[config.mk]
export PLATFORM = sky130hd
export DESIGN_NAME = dct_mac_accumulator_flat
export DESIGN_NICKNAME = d
export VERILOG_FILES = /design/src/rtl/dct_pkg.sv /design/src/rtl/dct_mac_accumulator_if.sv /design/src/rtl/seq_mult_core.sv /design/src/rtl/dct_mac_accumulator.sv /design/src/flat_wrapper.sv
export SDC_FILE = /design/constraint.sdc
export NUM_CORES = 1
export LEC_CHECK = 0
export ABC_AREA = 1
export CAP_MARGIN = 20
export CORE_ASPECT_RATIO = 0.8
export CORE_MARGIN = 4
export CORE_UTILIZATION = 33
export DETAILED_ROUTE_END_ITERATION = 10
export PLACE_DENSITY_LB_ADDON = 0.1
export SYNTH_ARGS = -nofsm -noshare
export SYNTH_HDL_FRONTEND = slang
export SYNTH_SLANG_ARGS = --single-unit
[constraint.sdc]
create_clock -name clk -period 4.3 [get_ports clk]
set_input_delay 0.43 -clock clk [delete_from_list [all_inputs] [get_ports clk]]
set_output_delay 0.43 -clock clk [all_outputs]
set_load 0.005 [all_outputs]
[src/rtl/dct_pkg.sv]
// Shared types and constants for the DCT multiply-accumulate datapath.
//   dct_state_t : FSM encoding for dct_mac_accumulator
//   DCT_WIDTH   : default operand width
//   DCT_TAPS    : default products per output word
//   acc_width() : accumulator width that cannot wrap for TAPS full-scale products
package dct_pkg;

    typedef enum logic [1:0] {
        IDLE = 2'd0,
        MUL  = 2'd1,
        ACC  = 2'd2,
        DONE = 2'd3
    } dct_state_t;

    localparam int unsigned DCT_WIDTH = 16;
    localparam int unsigned DCT_TAPS  = 8;

    // Product is 2*width bits; summing taps of them needs clog2(taps) extra bits.
    function automatic int unsigned acc_width(input int unsigned width, input int unsigned taps);
        return 2 * width + $clog2(taps);
    endfunction

endpackage

[src/rtl/dct_mac_accumulator_if.sv]
// Operand-pair input stream and dot-product output stream.
//   master : upstream/downstream side (drives operands, accepts results)
//   slave  : dct_mac_accumulator side
//   in_valid/in_ready/in_a/in_b       : operand pair handshake
//   out_valid/out_ready/out_data      : accumulated result handshake
interface dct_mac_accumulator_if
    import dct_pkg::*;
#(
    parameter int unsigned WIDTH     = DCT_WIDTH,
    parameter int unsigned ACC_WIDTH = acc_width(DCT_WIDTH, DCT_TAPS)
) ();

    logic                 in_valid;
    logic                 in_ready;
    logic [WIDTH-1:0]     in_a;
    logic [WIDTH-1:0]     in_b;
    logic                 out_valid;
    logic                 out_ready;
    logic [ACC_WIDTH-1:0] out_data;

    modport master (
        output in_valid, in_a, in_b, out_ready,
        input  in_ready, out_valid, out_data
    );

    modport slave (
        input  in_valid, in_a, in_b, out_ready,
        output in_ready, out_valid, out_data
    );

endinterface

[src/rtl/seq_mult_core.sv]
// Bit-serial shift-add unsigned multiplier, fixed WIDTH-cycle latency.
//   clk, rst_n : clock, async active-low reset
//   start      : latch a/b and begin (ignored while busy)
//   a, b       : multiplicand, multiplier
//   busy       : high for the WIDTH cycles of a multiply
//   done       : one-cycle pulse in the last busy cycle; product is final after it
//   product    : exact 2*WIDTH-bit result
module seq_mult_core
    import dct_pkg::*;
#(
    parameter int unsigned WIDTH = DCT_WIDTH
) (
    input  logic                 clk,
    input  logic                 rst_n,
    input  logic                 start,
    input  logic [WIDTH-1:0]     a,
    input  logic [WIDTH-1:0]     b,
    output logic                 busy,
    output logic                 done,
    output logic [2*WIDTH-1:0]   product
);

    localparam int unsigned PW = 2 * WIDTH;
    localparam int unsigned CW = $clog2(WIDTH);

    logic [PW-1:0]    mcand_q;
    logic [WIDTH-1:0] mplier_q;
    logic [CW-1:0]    bit_q;

    // One multiplier bit per cycle; done is raised one cycle early so it
    // coincides with the final add and the caller sees the result next cycle.
    always_ff @(posedge clk or negedge rst_n) begin
        if (!rst_n) begin
            busy     <= 1'b0;
            done     <= 1'b0;
            product  <= '0;
            mcand_q  <= '0;
            mplier_q <= '0;
            bit_q    <= '0;
        end else begin
            done <= 1'b0;
            if (start && !busy) begin
                busy     <= 1'b1;
                bit_q    <= '0;
                mcand_q  <= PW'(a);
                mplier_q <= b;
                product  <= '0;
            end else if (busy) begin
                if (mplier_q[bit_q]) begin
                    product <= product + (mcand_q << bit_q);
                end
                bit_q <= bit_q + CW'(1);
                if (bit_q == CW'(WIDTH - 2)) begin
                    done <= 1'b1;
                end
                if (bit_q == CW'(WIDTH - 1)) begin
                    busy <= 1'b0;
                end
            end
        end
    end

endmodule

[src/rtl/dct_mac_accumulator.sv]
// Multiply-accumulate stage: sums TAPS unsigned operand products into one
// dot-product word using the bit-serial seq_mult_core.
//   clk, rst_n : clock, async active-low reset
//   bus        : slave side of dct_mac_accumulator_if (operand in, result out)
module dct_mac_accumulator
    import dct_pkg::*;
#(
    parameter int unsigned WIDTH = DCT_WIDTH,
    parameter int unsigned TAPS  = DCT_TAPS
) (
    input  logic                  clk,
    input  logic                  rst_n,
    dct_mac_accumulator_if.slave  bus
);

    localparam int unsigned ACC_W = acc_width(WIDTH, TAPS);
    localparam int unsigned TAP_W = $clog2(TAPS) + 1;

    dct_state_t         state_q;
    dct_state_t         state_d;
    logic [TAP_W-1:0]   tap_cnt_q;
    logic [ACC_W-1:0]   acc_q;
    logic               in_ready_q;
    logic               out_valid_q;

    logic               start_c;
    logic               mult_busy;
    logic               mult_done;
    logic [2*WIDTH-1:0] mult_product;

    // Input accepted only in IDLE; the core's own busy guard is redundant here.
    assign start_c = (state_q == IDLE) && bus.in_valid && !mult_busy;

    seq_mult_core #(.WIDTH(WIDTH)) u_core (
        .clk     (clk),
        .rst_n   (rst_n),
        .start   (start_c),
        .a       (bus.in_a),
        .b       (bus.in_b),
        .busy    (mult_busy),
        .done    (mult_done),
        .product (mult_product)
    );

    // Next-state logic.
    always_comb begin
        state_d = state_q;
        unique case (state_q)
            IDLE: if (start_c)   state_d = MUL;
            MUL:  if (mult_done) state_d = ACC;
            ACC:  state_d = (tap_cnt_q == TAP_W'(TAPS - 1)) ? DONE : IDLE;
            DONE: if (bus.out_ready) state_d = IDLE;
            default: state_d = IDLE;
        endcase
    end

    // State, accumulator and registered handshake outputs.
    always_ff @(posedge clk or negedge rst_n) begin
        if (!rst_n) begin
            state_q     <= IDLE;
            tap_cnt_q   <= '0;
            acc_q       <= '0;
            in_ready_q  <= 1'b1;
            out_valid_q <= 1'b0;
        end else begin
            state_q     <= state_d;
            in_ready_q  <= (state_d == IDLE);
            out_valid_q <= (state_d == DONE);
            if (state_q == ACC) begin
                acc_q     <= acc_q + ACC_W'(mult_product);
                tap_cnt_q <= tap_cnt_q + TAP_W'(1);
            end
            if (state_q == DONE && bus.out_ready) begin
                acc_q     <= '0;
                tap_cnt_q <= '0;
            end
        end
    end

    assign bus.in_ready  = in_ready_q;
    assign bus.out_valid = out_valid_q;
    assign bus.out_data  = acc_q;

endmodule

[src/flat_wrapper.sv]
// flat-port wrapper written by rule: the top's interface ports become plain ports
module dct_mac_accumulator_flat import dct_pkg::*;
#(
    parameter int unsigned WIDTH = DCT_WIDTH,
    parameter int unsigned TAPS  = DCT_TAPS
)
  (clk, rst_n, bus_in_valid, bus_in_a, bus_in_b, bus_out_ready, bus_in_ready, bus_out_valid, bus_out_data);
  dct_mac_accumulator_if #(.WIDTH(WIDTH), .ACC_WIDTH((35))) bus_i ();
  input  logic clk;
  input  logic rst_n;
  input wire logic [$bits(bus_i.in_valid)-1:0] bus_in_valid;
  input wire logic [$bits(bus_i.in_a)-1:0] bus_in_a;
  input wire logic [$bits(bus_i.in_b)-1:0] bus_in_b;
  input wire logic [$bits(bus_i.out_ready)-1:0] bus_out_ready;
  output wire logic [$bits(bus_i.in_ready)-1:0] bus_in_ready;
  output wire logic [$bits(bus_i.out_valid)-1:0] bus_out_valid;
  output wire logic [$bits(bus_i.out_data)-1:0] bus_out_data;
  assign bus_i.in_valid = bus_in_valid;
  assign bus_i.in_a = bus_in_a;
  assign bus_i.in_b = bus_in_b;
  assign bus_i.out_ready = bus_out_ready;
  assign bus_in_ready = bus_i.in_ready;
  assign bus_out_valid = bus_i.out_valid;
  assign bus_out_data = bus_i.out_data;
  dct_mac_accumulator #(.WIDTH(WIDTH), .TAPS(TAPS)) u_core (.clk(clk), .rst_n(rst_n), .bus(bus_i));
endmodule
* Yosys cells after proc, flatten, opt, wreduce, memory -nomap -nowiden
Index checks and enable logic that the tools add are counted.
** Word-level totals
- Bits in registers :: 113
- Bits in latches :: 0
- Memory bits (writable) :: 0
- ROM bits :: 0
- Input bits :: 36
- Output and inout bits :: 37
- Logic and storage cells :: 57
- Memories :: 0
** Cells by class
- Add/sub/neg operators :: 4
- Multiply operators :: 0
- Div/mod/pow operators :: 0
- Order comparisons :: 1
- Eq/ne operators :: 7
- Shift-type cells :: 1
- Muxes and demuxes :: 22
- Bitwise logic cells :: 0
- Reductions and logical operators :: 11
** Operators with widths (count)
- $mux 32 :: 3
- $mux 35 :: 2
- $add 35x32->35 :: 1
- $add 32x32->32 :: 1
- $shl 16x4->32 :: 1
- $mux 4 :: 4
- $add 4x1->4 const B :: 2
- $eq 4x4->1 const B :: 2
- $mux 2 :: 4
- $pmux 2 s4 :: 1
- $mux 1 :: 7
- $eq 2x2->1 const B :: 3
- $reduce_bool 2->1 :: 3
- $lt 4x5->1 const B :: 1
- $bmux 1 s4 :: 1
- $eq 4x3->1 const B :: 1
- $logic_and 1x1->1 :: 4
- $logic_not 2->1 :: 2
- $eq 2x1->1 const B :: 1
- $reduce_and 2->1 :: 1
- $logic_not 1->1 :: 1

* Depth between registers and ports, before layout
Gate-level depths: netlist (run 1).
- Depth after elaboration :: 6
- Gate-level depth with buffers :: 25
- Depth with buffers taken out :: 22

* By module
From an unflattened synthesis (run 1), not the netlist that was laid out.
** Unflattened totals
- Cell total of the unflattened synthesis :: 1601
- Area, all modules :: 10319.9 µm²
** Modules (own cells, without submodules)
- seq_mult_core :: times used 1, cells each 950, area each 6271.0 µm², seq. area each 1751.7 µm²
- dct_mac_accumulator :: times used 1, cells each 651, area each 4048.9 µm², seq. area each 1077.3 µm²

* Least setup slack after synthesis (run 1)
No wires, ideal clock.
- Path kind :: register to register
- From :: reg u_core.u_core.bit_q[0]
- To :: reg u_core.u_core.product[30]
- Library setup time :: 117 ps
- Data arrival time :: 2628 ps
- Data required time :: 4183 ps
- Path slack :: 1555 ps
- Cell stages (with the launch flop) :: 21
- Buffers on the path :: 3
- Period minus slack after synthesis :: 2745 ps
- Cell sequence :: dfrtp_1 -> buf_6 -> buf_4 -> buf_2 -> nand2_1 -> nand2_1 -> o21ai_0 -> nor2_1 -> a31oi_1 -> mux2i_1 -> ha_1 -> nand2_1 -> nor2_1 -> nor3b_1 -> nand2_1 -> nand2_1 -> nand2_1 -> nand2_1 -> nand2_1 -> nand3_1 -> nand2_1
** Between the ends
- Longest elaborated chain between the ends :: 5
- Elaborated cells between the ends (all ways) :: 9
- Those cells by class :: add/sub: 1; shift: 1; mux: 5; reduce/logical: 2
** RTL lines
- from (decl) :: line seq_mult_core.sv:28 : logic [CW-1:0] bit_q;
- from (signal assigned) :: line seq_mult_core.sv:52 : bit_q <= bit_q + CW'(1);
- $shl 16x4->32 :: line seq_mult_core.sv:50 : product <= product + (mcand_q << bit_q);
- $add 32x32->32 :: line seq_mult_core.sv:50
- $mux 32 :: line seq_mult_core.sv:49 : if (mplier_q[bit_q]) begin
- $mux 32 :: line seq_mult_core.sv:48 : end else if (busy) begin
- $mux 32 :: line seq_mult_core.sv:42 : if (start && !busy) begin
- to (signal assigned) :: line seq_mult_core.sv:50
- to (decl) :: line seq_mult_core.sv:20 : output logic [2*WIDTH-1:0] product
Parallel ways exist; a longest one is shown, timed or not. The select of a mux whose other input is x is not followed.
A chain may end at the register's enable or synchronous reset.

* Final worst setup path (run 1)
- From :: reg u_core.u_core.bit_q[1]
- To :: reg u_core.u_core.product[27]
The elaborated chain is that of the path after synthesis.

==> metrics.yaml, run 1 <==
setup_path:
  crit_cells: 16
  startpoint_type: "register"
  critPathArrivalTime_ns: 4.15
  cp_top_family: "simple AND/OR/NAND/NOR gates"
  crit_required_ns: 4.63
  cp-end-kind: "register"
  reg2reg_from: "u_core.u_core.bit_q[1]$_DFFE_PN0P_"
  crit_buf_inv: 2
  critical-path-max-stage-delay_ns: 0.73
  worstSetupPathType: "register to register"
  slowest_stage: "dfrtp_1"
  r2r_cells: 16
  rrSetupSlack_ns: 0.48
  r2r_end: "u_core.u_core.product[27]$_DFFE_PN0P_"
  critPathMostFrequentCell: "nand2_1"
  worstPathMaxFanout: 22
  cp_cell_sequence: "inv_1 > o21ai_0 > nor2_1 > a31oi_1 > nor2_1 > ha_1 > nand2_1 > nor2_1 > inv_1 > nor3_1 > and2_1 > nand2_1 > nand2_1 > nand2_1 > nand3_1 > nand2_1"
cells_and_area:
  layout.nets: 1663
  area_growth_syn_to_layout_pct: 17.2
  diodes: 0
  final_util_pct: 39.2
  drive_gt1_share_pct: 3.63
clock_network:
  cts_tree: "built"
  clk_latency_ns: 0.44
  root_buffer: "clkbuf_16"
  hold_buffers: 0
  clockBufferDepth: 2
  clk_pin_slew_ns: 0.06
  cts_max_level: 4
  numCtsBuffers: 17
  post-cts-setup-buffer-count: 0
  cts.sinks: 113
  ctsResizeCount: 0
drt:
  vias: 9539
  first_pass_iters: 5
  post_drt_wl_per_cell_um: 15.7
  routed_wl_um: 30500
  viasPerCell: 4.91
  antenna_left: 0
  drc: 0
  drt_iter0_markers: 787
sta:
  tns_ns: 0
  layout_setup_ws_ns: 0.477
  hold_viol_final: 2
  setup_viol: 0
  fmax_mhz: 262
  slew_headroom_pct: 41.4
  hold_slack_ns: -0.000892
  tightestPinTransition_ns: 0.877
  skew_ns: 0.00849
  period_needed_ns: 3.82
  grt_setup_unrepaired: "false"
  post-route-period-util_pct: 88.9
  finalMaxSlewViolations: 0
floorplanning:
  core_um2: 28200
  boundaryPins: 73
  rows: 55
  die_x_um: 197
  start_util_pct: 33.4
  die_h_um: 159
  die-area_um2: 31300
yosys:
  yosys_warnings: 0
  synth-seq-area-share_pct: 30.0
  synth_edf_count: 0
  yosysUniqueCellTypes: 44
  ys_seq_elements: 113
  synth_top_flop_cell: "dfrtp_1"
  synthesis.area_um2: 9420
  avgSynthCellArea_um2: 6.29
  syn_inst: 1497
  async_reset_ff_share_pct: 100
  syn_nets: 1601
place:
  dpl.hpwl_um: 24100
  place_ws_ns: 0.581
  gp_congestion: 0.948
  port_buffers: 72
worst_hold_path:
  hold_class: "input pin to async pin"
global_route:
  antenna_found_initial: 0
  grt_usage_pct: 19.5
  grt_pass1_wl_um: 48800
  grt_max_degree: 47
  grt_overflow: 0
  grt_pass1_vias: 8676
job:
  maxCapViolCount: 0
outcome:
  violations: "negative hold slack"
  status: "finished, violations left"
[layout by cell type (no fill, tap or decap), types with 8 or more instances in the layout]
cell | synthesis | final
clkbuf_16 | 0 | 17
ha_1 | 66 | 66
o21ai_1 | 17 | 17
clkdlybuf4s50_1 | 0 | 71
o21ai_0 | 99 | 99
dfrtp_1 | 112 | 112
nand3b_1 | 12 | 12
inv_1 | 152 | 152
nor2_1 | 164 | 162
nor3_1 | 14 | 14
a21oi_1 | 79 | 79
nand4_1 | 8 | 8
nand2_1 | 588 | 588
nand3_1 | 72 | 72
xnor2_1 | 17 | 17
[cell families after synthesis]
group           count (synthesis)  synth area share (%)
compound gates                228                  13.0
fa+ha+maj                      68                  9.19
mux                             4                 0.425
xor+xnor                       19                  1.77
simple gates                  872                  37.1
flops                         113                  30.0
buf+inv                       193                  8.48
[how the worst max path moves through the flow]
stage	startpoint	to
2_1_floorplan	u_core.u_core.bit_q[0]$_DFFE_PN0P_	u_core.u_core.product[30]$_DFFE_PN0P_
3_3_place_gp	u_core.u_core.bit_q[1]$_DFFE_PN0P_	u_core.u_core.product[27]$_DFFE_PN0P_
3_5_place_dp	u_core.u_core.bit_q[1]$_DFFE_PN0P_	u_core.u_core.product[27]$_DFFE_PN0P_
4_1_cts	u_core.u_core.bit_q[1]$_DFFE_PN0P_	u_core.u_core.product[27]$_DFFE_PN0P_
5_1_grt	u_core.u_core.bit_q[1]$_DFFE_PN0P_	u_core.u_core.product[27]$_DFFE_PN0P_
6_report	u_core.u_core.bit_q[1]$_DFFE_PN0P_	u_core.u_core.product[27]$_DFFE_PN0P_
[synthesized netlist by cell type (2+ instances only)]
library cell | number | area [µm²]
ha_1 | 66 | 826
inv_1 | 152 | 571
a31oi_1 | 4 | 25.0
inv_2 | 3 | 11.3
nand2_2 | 2 | 12.5
clkbuf_1 | 17 | 63.8
nand3_1 | 72 | 360
a21oi_1 | 79 | 395
nor4_1 | 2 | 12.5
a21boi_0 | 2 | 15.0
nand2_1 | 588 | 2210
o21ai_0 | 99 | 495
or2_2 | 3 | 18.8
nor2_1 | 164 | 616
o22ai_1 | 5 | 31.3
nand3b_1 | 12 | 90.1
mux2i_1 | 4 | 40.0
xor2_1 | 2 | 17.5
o21a_1 | 3 | 22.5
o21ai_1 | 17 | 85.1
a22o_1 | 2 | 17.5
o21bai_1 | 7 | 52.6
fa_1 | 2 | 40.0
a21o_1 | 4 | 30.0
buf_6 | 7 | 78.8
buf_2 | 9 | 45.0
nor3_1 | 14 | 70.1
dfrtp_1 | 112 | 2800
nor2_2 | 2 | 12.5
nand4_1 | 8 | 50.1
inv_4 | 3 | 18.8
o31ai_1 | 3 | 22.5
xnor2_1 | 17 | 149
[final cells by class]
type | instances | area, µm²
Multi-Input combinational cell | 1191 | 5800
Inverter | 158 | 601
Tap cell | 370 | 463
Clock inverter | 12 | 131
Clock buffer | 20 | 457
Timing Repair Buffer | 78 | 763
Sequential cell | 113 | 2830
Fill cell | 3058 | 17200
[state kept, by name, indices dropped and copies added, names as in the netlist]
register and count:
u_core.bus.in_ready 1, u_core.state_q 2, u_core.u_core.done 1, u_core.bus.out_data 35, u_core.u_core.mcand_q 16, u_core.u_core.product 32
u_core.u_core.busy 1, u_core.u_core.mplier_q 16, u_core.tap_cnt_q 4, u_core.bus.out_valid 1, u_core.u_core.bit_q 4
[per-stage QoR]
stage,std cells,area (µm²),hold slack (ns)
final,1942,11000,-0.000892
after global routing,1942,11000,0.0510
after CTS,1942,11000,0.0103
after detailed placement,1910,10500,0.464
after global placement,1910,10500,0.458
after floorplan,1497,9420,0.134
[layer usage]
metal  global-route usage (%)  wire (µm)  up-vias
met5                        0          0        -
met1                     31.2      16100     4360
met3                     4.08       1780       27
li1                         -          -     4938
met2                     26.6      12200      214
met4                     4.41        390        0
Power of run 1 is left out: the tool's default activity adds up to more than one toggle a clock period on the data nets, which glitch-free logic cannot reach.
==> inputs of run 2 (changes only) <==
--- a/config.mk
+++ b/config.mk
@@ -7,7 +7,6 @@
 export LEC_CHECK = 0
 export ABC_AREA = 1
 export CAP_MARGIN = 20
-export CORE_ASPECT_RATIO = 0.8
 export CORE_MARGIN = 4
 export CORE_UTILIZATION = 33
 export DETAILED_ROUTE_END_ITERATION = 10
==> metrics.yaml, run 2 (same netlist as run 1, synthesis figures left out) <==
clock_network:
  ctsResizeCount: 0
  hold_buffers: 0
  cts_tree: "built"
  clk_latency_ns: 0.42
  cts_max_level: 4
  root_buffer: "clkbuf_16"
  cts.sinks: 113
  numCtsBuffers: 17
  clk_pin_slew_ns: 0.06
  post-cts-setup-buffer-count: 0
  clockBufferDepth: 2
drt:
  vias: 9333
  antenna_left: 0
  post_drt_wl_per_cell_um: 15.0
  viasPerCell: 4.79
  drc: 0
  first_pass_iters: 5
  drt_iter0_markers: 612
  routed_wl_um: 29300
cells_and_area:
  final_area_um2: 11100
  multiInputGateArea_um2: 5800
  largest_register_ffs: 35
  final_cell_mix: "588 x nand2_1, 162 x nor2_1, 152 x inv_1"
  ff_latch_area_um2: 2830
  area_growth_syn_to_layout_pct: 17.4
  final_common_cell: "nand2_1"
  drive_gt1_share_pct: 3.63
  n_fill_cell: 3088
  diodes: 0
  layout.nets: 1663
power:
  seq_power_share_pct: 20.2
  p_per_area_nw_per_um2: 968
  comb_power_share_pct: 66.0
  p_leak_nw: 5.65
  peakVddDrop_mv: 0.368
  p_switching_mw: 5.69
  power_mw: 10.7
  power.clock.fraction_pct: 13.8
  switching_share_pct: 53.2
  power.internal_mw: 5.02
sta:
  tns_ns: 0
  skew_ns: 0.0153
  grt_setup_unrepaired: "false"
  finalMaxSlewViolations: 0
  period_needed_ns: 3.73
  hold_viol_final: 0
  tightestPinTransition_ns: 0.873
  post-route-period-util_pct: 86.8
  setup_viol: 0
  slew_headroom_pct: 41.8
  fmax_mhz: 268
floorplanning:
  die_h_um: 177
  die_x_um: 177
  boundaryPins: 73
  die-area_um2: 31300
  core_um2: 28000
  start_util_pct: 33.6
  rows: 61
setup_path:
  crit_required_ns: 4.60
  startpoint_type: "register"
  worstSetupPathType: "register to register"
  worstPathMaxFanout: 22
  critPathArrivalTime_ns: 4.03
  cp-end-kind: "register"
place:
  gp_congestion: 0.916
  place_area_um2: 10500
  dpl.hpwl_um: 23500
  port_buffers: 72
job:
  maxCapViolCount: 0
global_route:
  grt_pass1_wl_um: 47900
  antenna_found_initial: 0
  grt_pass1_vias: 9054
  grt_max_degree: 69
  grt_overflow: 0
  grt_usage_pct: 19.2
outcome:
  status: "complete, no violations"
worst_hold_path:
  hold_class: "input pin to async pin"
[run 2: final timing paths]
check / start / end / slack, ns / cells past startpoint
worst max-delay path: u_core.u_core.bit_q[1]$_DFFE_PN0P_ / u_core.u_core.product[30]$_DFFE_PN0P_ / 0.57 / 15
worst min-delay path: rst_n / u_core.tap_cnt_q[0]$_DFFE_PN0P_ / 0.13 / 1
worst max register to register: u_core.u_core.bit_q[1]$_DFFE_PN0P_ / u_core.u_core.product[30]$_DFFE_PN0P_ / 0.57 / 15
worst min register to register: u_core.u_core.mplier_q[12]$_DFFE_PN0P_ / u_core.u_core.mplier_q[12]$_DFFE_PN0P_ / 0.47 / 2
max in group asynchronous: rst_n / u_core.u_core.product[14]$_DFFE_PN0P_ / 3.29 / 2
min in group clk: u_core.u_core.mplier_q[12]$_DFFE_PN0P_ / u_core.u_core.mplier_q[12]$_DFFE_PN0P_ / 0.47 / 2
[run 2: layout make-up]
type	count	share of cell area, %
Multi-Input combinational cell	1191	52.5
Tap cell	378	4.28
Clock inverter	14	1.50
Sequential cell	113	25.6
Clock buffer	17	3.85
Timing Repair Buffer	78	6.90
Inverter	158	5.43
[run 2: power by group through the flow]
| stage | combinational, mW | sequential, mW | clock (mW) |
|---|---|---|---|
| after floorplan | 5.28 | 1.93 | 0 |
| after global placement | 7.05 | 2.17 | 0 |
| after detailed placement | 7.06 | 2.18 | 0 |
| after CTS | 7.08 | 2.16 | 1.51 |
| after global routing | 8.08 | 2.24 | 1.56 |
| final | 7.07 | 2.16 | 1.48 |
[run 2: worst max-delay path: stages (launching register included)]
cell	delay (ns)
dfrtp_1	0.72
inv_1	0.42
o21ai_0	0.34
o21ai_0	0.23
nand2_1	0.10
o21ai_0	0.13
ha_1	0.41
nand2_1	0.11
o21ai_0	0.54
a21oi_1	0.08
nand2_1	0.21
nand2_1	0.10
nand2_1	0.08
nand2_1	0.04
nand3_1	0.06
nand2_1	0.05
[run 2: through the flow]
step	setup WS (ns)	hold WS, ns	cells	utilization [%]
global placement	0.565	0.452	1918	37.4
floorplan	1.55	0.134	1497	-
detailed placement	0.546	0.456	1918	37.4
CTS	0.556	0.149	1949	39.5
finish	0.569	0.125	1949	39.5
global route	0.121	0.191	1949	39.5
[run 2: per-layer routing]
layer / part of all wire (%) / GRT usage, %
met1: 49 / 26.4
met2: 45 / 31.4
met3: 3.4 / 2.73
met4: 2.4 / 5.80
met5: 0 / 0
(Power assumes the default switching activity.)
